File: src/rtl/attack_sequencer_pkg.sv
// attack_sequencer_pkg
// Shared definitions for the attack-pattern sequencer and the attack object
// ROM reader: sequencer state encoding, ROM entry field widths, the
// end-of-pattern marker value and the slot stall limit.
package attack_sequencer_pkg;

  // Sequencer FSM states
  typedef enum logic [2:0] {
    S_IDLE      = 3'd0,
    S_FETCH     = 3'd1,
    S_WAIT_DATA = 3'd2,
    S_WAIT_SLOT = 3'd3,
    S_DISPATCH  = 3'd4,
    S_WAIT_TIME = 3'd5,
    S_DONE      = 3'd6
  } seq_state_t;

  // ROM entry type field
  localparam int OBJ_TYPE_W = 5;
  localparam logic [OBJ_TYPE_W-1:0] OBJ_END_MARKER = 5'd0;

  // Stall counter: the object is dropped on the cycle the counter would
  // reach 255, i.e. after 255 consecutive cycles with every slot busy.
  localparam int STALL_W = 8;
  localparam logic [STALL_W-1:0] STALL_LAST = 8'd254;

  // True when a fetched type field marks the end of the pattern
  function automatic logic is_end_marker(input logic [OBJ_TYPE_W-1:0] obj_type);
    return (obj_type == OBJ_END_MARKER);
  endfunction

endpackage

File: src/rtl/attack_sequencer_slot_allocator.sv
// slot_allocator
// Lowest-index-first priority encoder over the attack-object slots.
// Ports:
//   i_slot_busy  per-slot occupied flags
//   o_grant      one-hot grant of the lowest free slot (zero when none free)
//   o_any_free   at least one slot is free
module slot_allocator #(
  parameter int SLOT_COUNT = 4
) (
  input  logic [SLOT_COUNT-1:0] i_slot_busy,
  output logic [SLOT_COUNT-1:0] o_grant,
  output logic                  o_any_free
);

  logic w_found;

  // Scan upward; the first free slot wins and blocks all higher ones
  always_comb begin
    o_grant = '0;
    w_found = 1'b0;
    for (int i = 0; i < SLOT_COUNT; i++) begin
      if (!i_slot_busy[i] && !w_found) begin
        o_grant[i] = 1'b1;
        w_found    = 1'b1;
      end else begin
        o_grant[i] = o_grant[i];
      end
    end
    o_any_free = w_found;
  end

endmodule

File: src/rtl/attack_sequencer.sv
// attack_sequencer
// Walks an attack pattern stored in the attack object ROM: fetches one entry
// at a time, hands it to the lowest free attack-object slot, then waits for
// the game clock to reach the launch time of the following entry.
// Ports:
//   i_clk, i_reset          clock, synchronous active-high reset
//   i_start, i_abort        pattern control pulses (abort wins)
//   i_base_addr             first ROM entry of the pattern
//   i_current_time          game runtime counter
//   o_rom_addr, o_fetch_req ROM reader request
//   i_fetch_done, i_next_attack_time, i_obj_type   ROM reader response
//   i_slot_busy, o_slot_load  slot occupancy / one-hot load pulse
//   o_busy, o_pattern_done, o_drop_err  status
module attack_sequencer
  import attack_sequencer_pkg::*;
#(
  parameter int ADDR_WIDTH    = 10,
  parameter int MAXIMUM_TIMES = 30,
  parameter int SLOT_COUNT    = 4
) (
  input  logic                     i_clk,
  input  logic                     i_reset,
  input  logic                     i_start,
  input  logic                     i_abort,
  input  logic [ADDR_WIDTH-1:0]    i_base_addr,
  input  logic [MAXIMUM_TIMES-1:0] i_current_time,
  output logic [ADDR_WIDTH-1:0]    o_rom_addr,
  output logic                     o_fetch_req,
  input  logic                     i_fetch_done,
  input  logic [MAXIMUM_TIMES-1:0] i_next_attack_time,
  input  logic [OBJ_TYPE_W-1:0]    i_obj_type,
  input  logic [SLOT_COUNT-1:0]    i_slot_busy,
  output logic [SLOT_COUNT-1:0]    o_slot_load,
  output logic                     o_busy,
  output logic                     o_pattern_done,
  output logic                     o_drop_err
);

  seq_state_t                r_state;
  seq_state_t                w_next_state;
  logic [ADDR_WIDTH-1:0]     r_rom_addr;
  logic                      r_drop_err;
  logic [STALL_W-1:0]        r_stall;
  logic [MAXIMUM_TIMES-1:0]  r_time;
  logic [OBJ_TYPE_W-1:0]     r_type;
  logic [SLOT_COUNT-1:0]     r_grant;

  logic [SLOT_COUNT-1:0]     w_grant;
  logic                      w_any_free;
  logic                      w_addr_last;
  logic                      w_load_base;
  logic                      w_adv_addr;
  logic                      w_latch;
  logic                      w_set_drop;
  logic                      w_stall_inc;
  logic                      w_stall_clr;
  logic                      w_take_grant;

  slot_allocator #(
    .SLOT_COUNT (SLOT_COUNT)
  ) u_slot_allocator (
    .i_slot_busy (i_slot_busy),
    .o_grant     (w_grant),
    .o_any_free  (w_any_free)
  );

  // Incrementing from all-ones would replay the pattern from address 0
  assign w_addr_last = &r_rom_addr;

  // Next-state and datapath control decode; abort overrides every state
  always_comb begin
    w_next_state = r_state;
    w_load_base  = 1'b0;
    w_adv_addr   = 1'b0;
    w_latch      = 1'b0;
    w_set_drop   = 1'b0;
    w_stall_inc  = 1'b0;
    w_stall_clr  = 1'b0;
    w_take_grant = 1'b0;
    if (i_abort) begin
      w_next_state = S_IDLE;
    end else begin
      case (r_state)
        S_IDLE, S_DONE: begin
          if (i_start) begin
            w_load_base  = 1'b1;
            w_next_state = S_FETCH;
          end else begin
            w_next_state = r_state;
          end
        end
        S_FETCH: begin
          w_next_state = S_WAIT_DATA;
        end
        S_WAIT_DATA: begin
          if (i_fetch_done) begin
            w_latch     = 1'b1;
            w_stall_clr = 1'b1;
            if (is_end_marker(i_obj_type)) begin
              w_next_state = S_DONE;
            end else begin
              w_next_state = S_WAIT_SLOT;
            end
          end else begin
            w_next_state = S_WAIT_DATA;
          end
        end
        S_WAIT_SLOT: begin
          if (is_end_marker(r_type)) begin
            // Defensive: an end marker must never be dispatched
            w_next_state = S_DONE;
          end else if (w_any_free) begin
            w_take_grant = 1'b1;
            w_stall_clr  = 1'b1;
            w_next_state = S_DISPATCH;
          end else if (r_stall == STALL_LAST) begin
            w_set_drop   = 1'b1;
            w_stall_clr  = 1'b1;
            w_adv_addr   = 1'b1;
            w_next_state = w_addr_last ? S_DONE : S_WAIT_TIME;
          end else begin
            w_stall_inc  = 1'b1;
            w_next_state = S_WAIT_SLOT;
          end
        end
        S_DISPATCH: begin
          w_adv_addr   = 1'b1;
          w_next_state = w_addr_last ? S_DONE : S_WAIT_TIME;
        end
        S_WAIT_TIME: begin
          if (i_current_time >= r_time) begin
            w_next_state = S_FETCH;
          end else begin
            w_next_state = S_WAIT_TIME;
          end
        end
        default: begin
          w_next_state = S_IDLE;
        end
      endcase
    end
  end

  // State register and sequencer datapath
  always_ff @(posedge i_clk) begin
    if (i_reset) begin
      r_state    <= S_IDLE;
      r_rom_addr <= '0;
      r_drop_err <= 1'b0;
      r_stall    <= '0;
      r_time     <= '0;
      r_type     <= '0;
      r_grant    <= '0;
    end else begin
      r_state <= w_next_state;
      if (w_load_base) begin
        r_rom_addr <= i_base_addr;
      end else if (w_adv_addr) begin
        r_rom_addr <= r_rom_addr + ADDR_WIDTH'(1);
      end else begin
        r_rom_addr <= r_rom_addr;
      end
      if (w_load_base) begin
        r_drop_err <= 1'b0;
      end else if (w_set_drop) begin
        r_drop_err <= 1'b1;
      end else begin
        r_drop_err <= r_drop_err;
      end
      if (w_stall_clr) begin
        r_stall <= '0;
      end else if (w_stall_inc) begin
        r_stall <= r_stall + 8'd1;
      end else begin
        r_stall <= r_stall;
      end
      if (w_latch) begin
        r_time <= i_next_attack_time;
        r_type <= i_obj_type;
      end else begin
        r_time <= r_time;
        r_type <= r_type;
      end
      if (w_take_grant) begin
        r_grant <= w_grant;
      end else begin
        r_grant <= r_grant;
      end
    end
  end

  // Request pulses are state-decoded; abort squelches them in its own cycle.
  // FETCH and DISPATCH are distinct states, so the two never coincide.
  assign o_fetch_req    = (r_state == S_FETCH) && !i_abort;
  assign o_slot_load    = ((r_state == S_DISPATCH) && !i_abort) ? r_grant : '0;
  assign o_rom_addr     = r_rom_addr;
  assign o_busy         = (r_state != S_IDLE) && (r_state != S_DONE);
  assign o_pattern_done = (r_state == S_DONE);
  assign o_drop_err     = r_drop_err;

endmodule
File: config.mk
export PLATFORM = sky130hd
export DESIGN_NAME = attack_sequencer
export DESIGN_NICKNAME = d
export VERILOG_FILES = /design/src/rtl/attack_sequencer_pkg.sv /design/src/rtl/attack_sequencer_slot_allocator.sv /design/src/rtl/attack_sequencer.sv
export SDC_FILE = /design/constraint.sdc
export NUM_CORES = 1
export LEC_CHECK = 0
export ABC_AREA = 0
export BUFFER_PORTS_ARGS = -buffer_cell sky130_fd_sc_hd__buf_2
export CAP_MARGIN = 20
export CORE_UTILIZATION = 35
export DETAILED_ROUTE_END_ITERATION = 16
export HOLD_SLACK_MARGIN = 0.02
export MAX_ROUTING_LAYER = met4
export PLACE_DENSITY = 0.62
export SLEW_MARGIN = 5
export SYNTH_ARGS = -nofsm -noshare
export SYNTH_HDL_FRONTEND = slang
export SYNTH_SLANG_ARGS = --single-unit
File: constraint.sdc
create_clock -name i_clk -period 2.5 [get_ports i_clk]
set_input_delay 0.75 -clock i_clk [delete_from_list [all_inputs] [get_ports i_clk]]
set_output_delay 0.75 -clock i_clk [all_outputs]
set_load 0.05 [all_outputs]
==> impl_metrics.py <==
metrics = {
    "grt": {
        "grt.busiest_layer": "met2",
        "grt_start_max_net_pins": 37,
        "grt_pass1_vias": 3115,
        "antenna_found_initial": 0,
        "gr-usage-met3_pct": 4.003,
        "grtUsageMet1_pct": 20.01,
        "grt_pass1_wl_mm": 13.56,
        "track_usage_pct": 17.12,
        "overflow": 0,
        "use_met2_pct": 28.79,
    },
    "routing": {
        "initialDrtViolationCount": 91,
        "wl_per_cell_um": 12.06,
        "drt_wl_total_mm": 8.260,
        "vias": 3316,
        "drc_errors": 0,
        "dr.pass1.iters": 4,
        "ant_nets": 0,
        "via_per_inst": 4.841,
    },
    "cts": {
        "insertion_delay_ns": 0.34,
        "cts_root_buffer": "clkbuf_8",
        "clock_sinks": 61,
        "tritoncts": "built",
        "htreeDepth": 3,
        "clockBufferDepth": 2,
        "numCtsBuffers": 9,
        "post_cts_buffers": 0,
        "clkTransAtPathRegs_ns": 0.07,
    },
    "run_status": {
        "outcome": "completed",
    },
    "sta": {
        "fmax_ghz": 0.4196,
        "grt_setup_unrepaired": "false",
        "setup_tns_ns": 0,
        "drv_slew": 0,
        "post-route-period-util_pct": 95.33,
        "tightest_slew_ns": 0.7026,
        "fin_ws_ns": 0.1168,
        "finClkSkew_ns": 0.008458,
        "final-hold-violation-count": 0,
        "period_needed_ns": 2.383,
        "setup_violations": 0,
        "slew-limit-headroom_pct": 53.16,
    },
    "placement": {
        "numPortBuffers": 101,
        "dp.final_hpwl_mm": 6.292,
        "place_congestion": 0.7887,
        "dpl_worst_slack_ns": 0.1015,
    },
    "run": {
        "maxCapViolations": 0,
    },
    "critical_path": {
        "startpoint": "r_state[0]$_SDFFE_PP0P_",
        "worstPathRequired_ns": 1.75,
        "worstSetupPathType": "flip-flop to primary output",
        "critPathLaunchType": "flip-flop",
        "arrival_ns": 1.63,
        "rr_startpoint": "r_state[2]$_SDFFE_PP0P_",
        "cp_max_fo": 10,
        "end_kind": "primary output",
    },
    "synthesis": {
        "synthCells": 447,
        "ys_ff_latch": 61,
        "synthArstFlopShare_pct": 0,
        "synthesis.area_um2": 3477,
        "syn_area_per_cell_um2": 7.779,
        "synth_ff_type": "dfxtp_1",
        "synth.distinct_cells": 49,
        "ys_seq_area_share_pct": 35.12,
        "synth_nets": 564,
        "synth_warnings": 0,
        "synth_edf_count": 0,
    },
    "power_and_ir_drop": {
        "p_leak_nw": 1.710,
        "p_per_area_nw_per_um2": 524.2,
        "peakVddDrop_v": 0.0002653,
    },
    "cells_and_area": {
        "area_growth_pct": 26.09,
        "fin_nets": 664,
        "n_antenna_cell": 0,
        "drive_above_1_share_pct": 25.36,
    },
    "die": {
        "die_w_um": 101.7,
        "row_count": 36,
        "core_um2": 9684,
        "dieArea_um2": 10340,
        "start_util_pct": 35.90,
        "io_pins": 102,
        "chipHeight_um": 101.7,
    },
    "min_path": {
        "hp-class": "flip-flop to flip-flop",
        "hp-start": "r_time[14]$_SDFFE_PP0P_",
    },
}
[critical path, cell delays in order, from the launching register on]
cell and delay (ns):
dfxtp_2 0.36, or3b_4 0.43, nor2_4 0.14, and2_1 0.14, clkbuf_4 0.22
[placed cells by master, fill, tap and decap left out, types with 2 or more instances in the layout]
master and count:
ha_1 33, nor3_1 5, nor3b_1 2, nand3b_1 3
xor2_1 6, a311oi_1 2, bufinv_16 2, o22ai_1 2
a21oi_1 59, xnor2_1 8, nand4_1 12, mux2i_1 3
nand2b_1 4, nor2_1 26, or2_2 2, nor4_1 4
nor2b_1 3, o221ai_1 2, o21ai_0 6, buf_2 97
clkbuf_8 11, dfxtp_1 60, and2_1 7, nand2_1 90
and4_1 2, nand3_1 11, and3_1 2, or3_1 2
clkbuf_4 4, nor4b_2 2, a211oi_1 9, inv_1 38
buf_4 9, clkinvlp_4 3
[final timing paths]
kind                           endpoint  slack, ns  cells after the start
min reg2reg     r_time[14]$_SDFFE_PP0P_       0.46                      2
max reg2reg  o_rom_addr[9]$_SDFFE_PP0P_       0.44                      7
max                      o_slot_load[2]       0.12                      4
min             r_time[14]$_SDFFE_PP0P_       0.46                      2
[stage by stage]
step	cell area [um2]	power [W]	hold WS [ns]	instances	utilization (%)
finish	4384	0.002298	0.4550	685	45.27
global route	4384	0.002414	0.4707	685	45.27
CTS	4373	0.002330	0.4575	685	45.16
detailed placement	4139	0.001299	0.4477	669	42.74
global placement	4139	0.001291	0.4372	669	42.74
floorplan	3492	0.001183	0.4273	447	-
[where the power goes]
group	switching [W]	total, W	internal [W]
combinational	0.000159	0.000272	0.000114
sequential	0.0000168	0.00100	0.000987
clock	0.000407	0.00102	0.000616
[sequential cells by signal, indices dropped and copies added (netlist names)]
register and flops:
o_drop_err 1, o_rom_addr 10, r_grant 4, r_stall 8, r_state 3, r_time 30
r_type 5
[cells in the mapped netlist, drive strengths merged (2+ instances only)]
master | n | area, um2
nand4 | 13 | 87.58
a211oi | 10 | 80.07
or2 | 2 | 12.51
and4 | 2 | 17.52
xnor2 | 8 | 70.07
a21oi | 60 | 304.0
xor2 | 6 | 52.55
nor3b | 2 | 15.01
dfxtp | 61 | 1221
nand3b | 3 | 22.52
nor2b | 3 | 18.77
nor3 | 5 | 25.02
nand2b | 4 | 25.02
nor2 | 28 | 112.6
o22ai | 2 | 12.51
and3 | 2 | 12.51
inv | 38 | 142.6
o221ai | 2 | 17.52
ha | 33 | 412.9
and2 | 7 | 43.79
clkbuf | 18 | 67.56
nor4 | 6 | 43.79
nand2 | 90 | 337.8
nor4b | 2 | 30.03
or3 | 2 | 12.51
a311oi | 2 | 17.52
buf | 3 | 27.52
o21ai | 6 | 30.03
mux2i | 3 | 30.03
nand3 | 11 | 55.05
[logic make-up (layout without fill, tap and decap cells)]
logic type                 Yosys count  after routing  share of synthesized area [%]
adders and majority gates           33             33                          11.87
muxes                                3              3                         0.8637
xor gates and xnor gates            14             14                          3.527
buffers and inverters               59            164                          6.837
DFF                                 61             61                          35.12
and+or+nand+nor                    187            187                          26.52
AOI/OAI and AO/OA                   90             90                          15.26
[layout make-up]
| class | count | area (um2) |
|---|---|---|
| clock buffers | 11 | 151.4 |
| clock inverters | 5 | 82.58 |
| fillers | 1006 | 5300 |
| inverters | 38 | 142.6 |
| multi-input cells | 327 | 2036 |
| flip-flops and latches | 61 | 1222 |
| well taps | 133 | 166.4 |
| repair buffers | 110 | 583.1 |
[what timing repair did]
item	in CTS	in global routing
endpoints found under the setup margin	0	4
hold buffers	0	0
resized for setup	0	5
[metal layers]
metal | wire [um] | part of all wire [%] | vias to the layer above
li1 | - | - | 1728
met2 | 4090 | 50 | 61
met1 | 3742 | 45 | 1515
met5 | 0 | 0 | -
met3 | 300 | 3.6 | 12
met4 | 127 | 1.5 | 0
(Power assumes the default switching activity.)
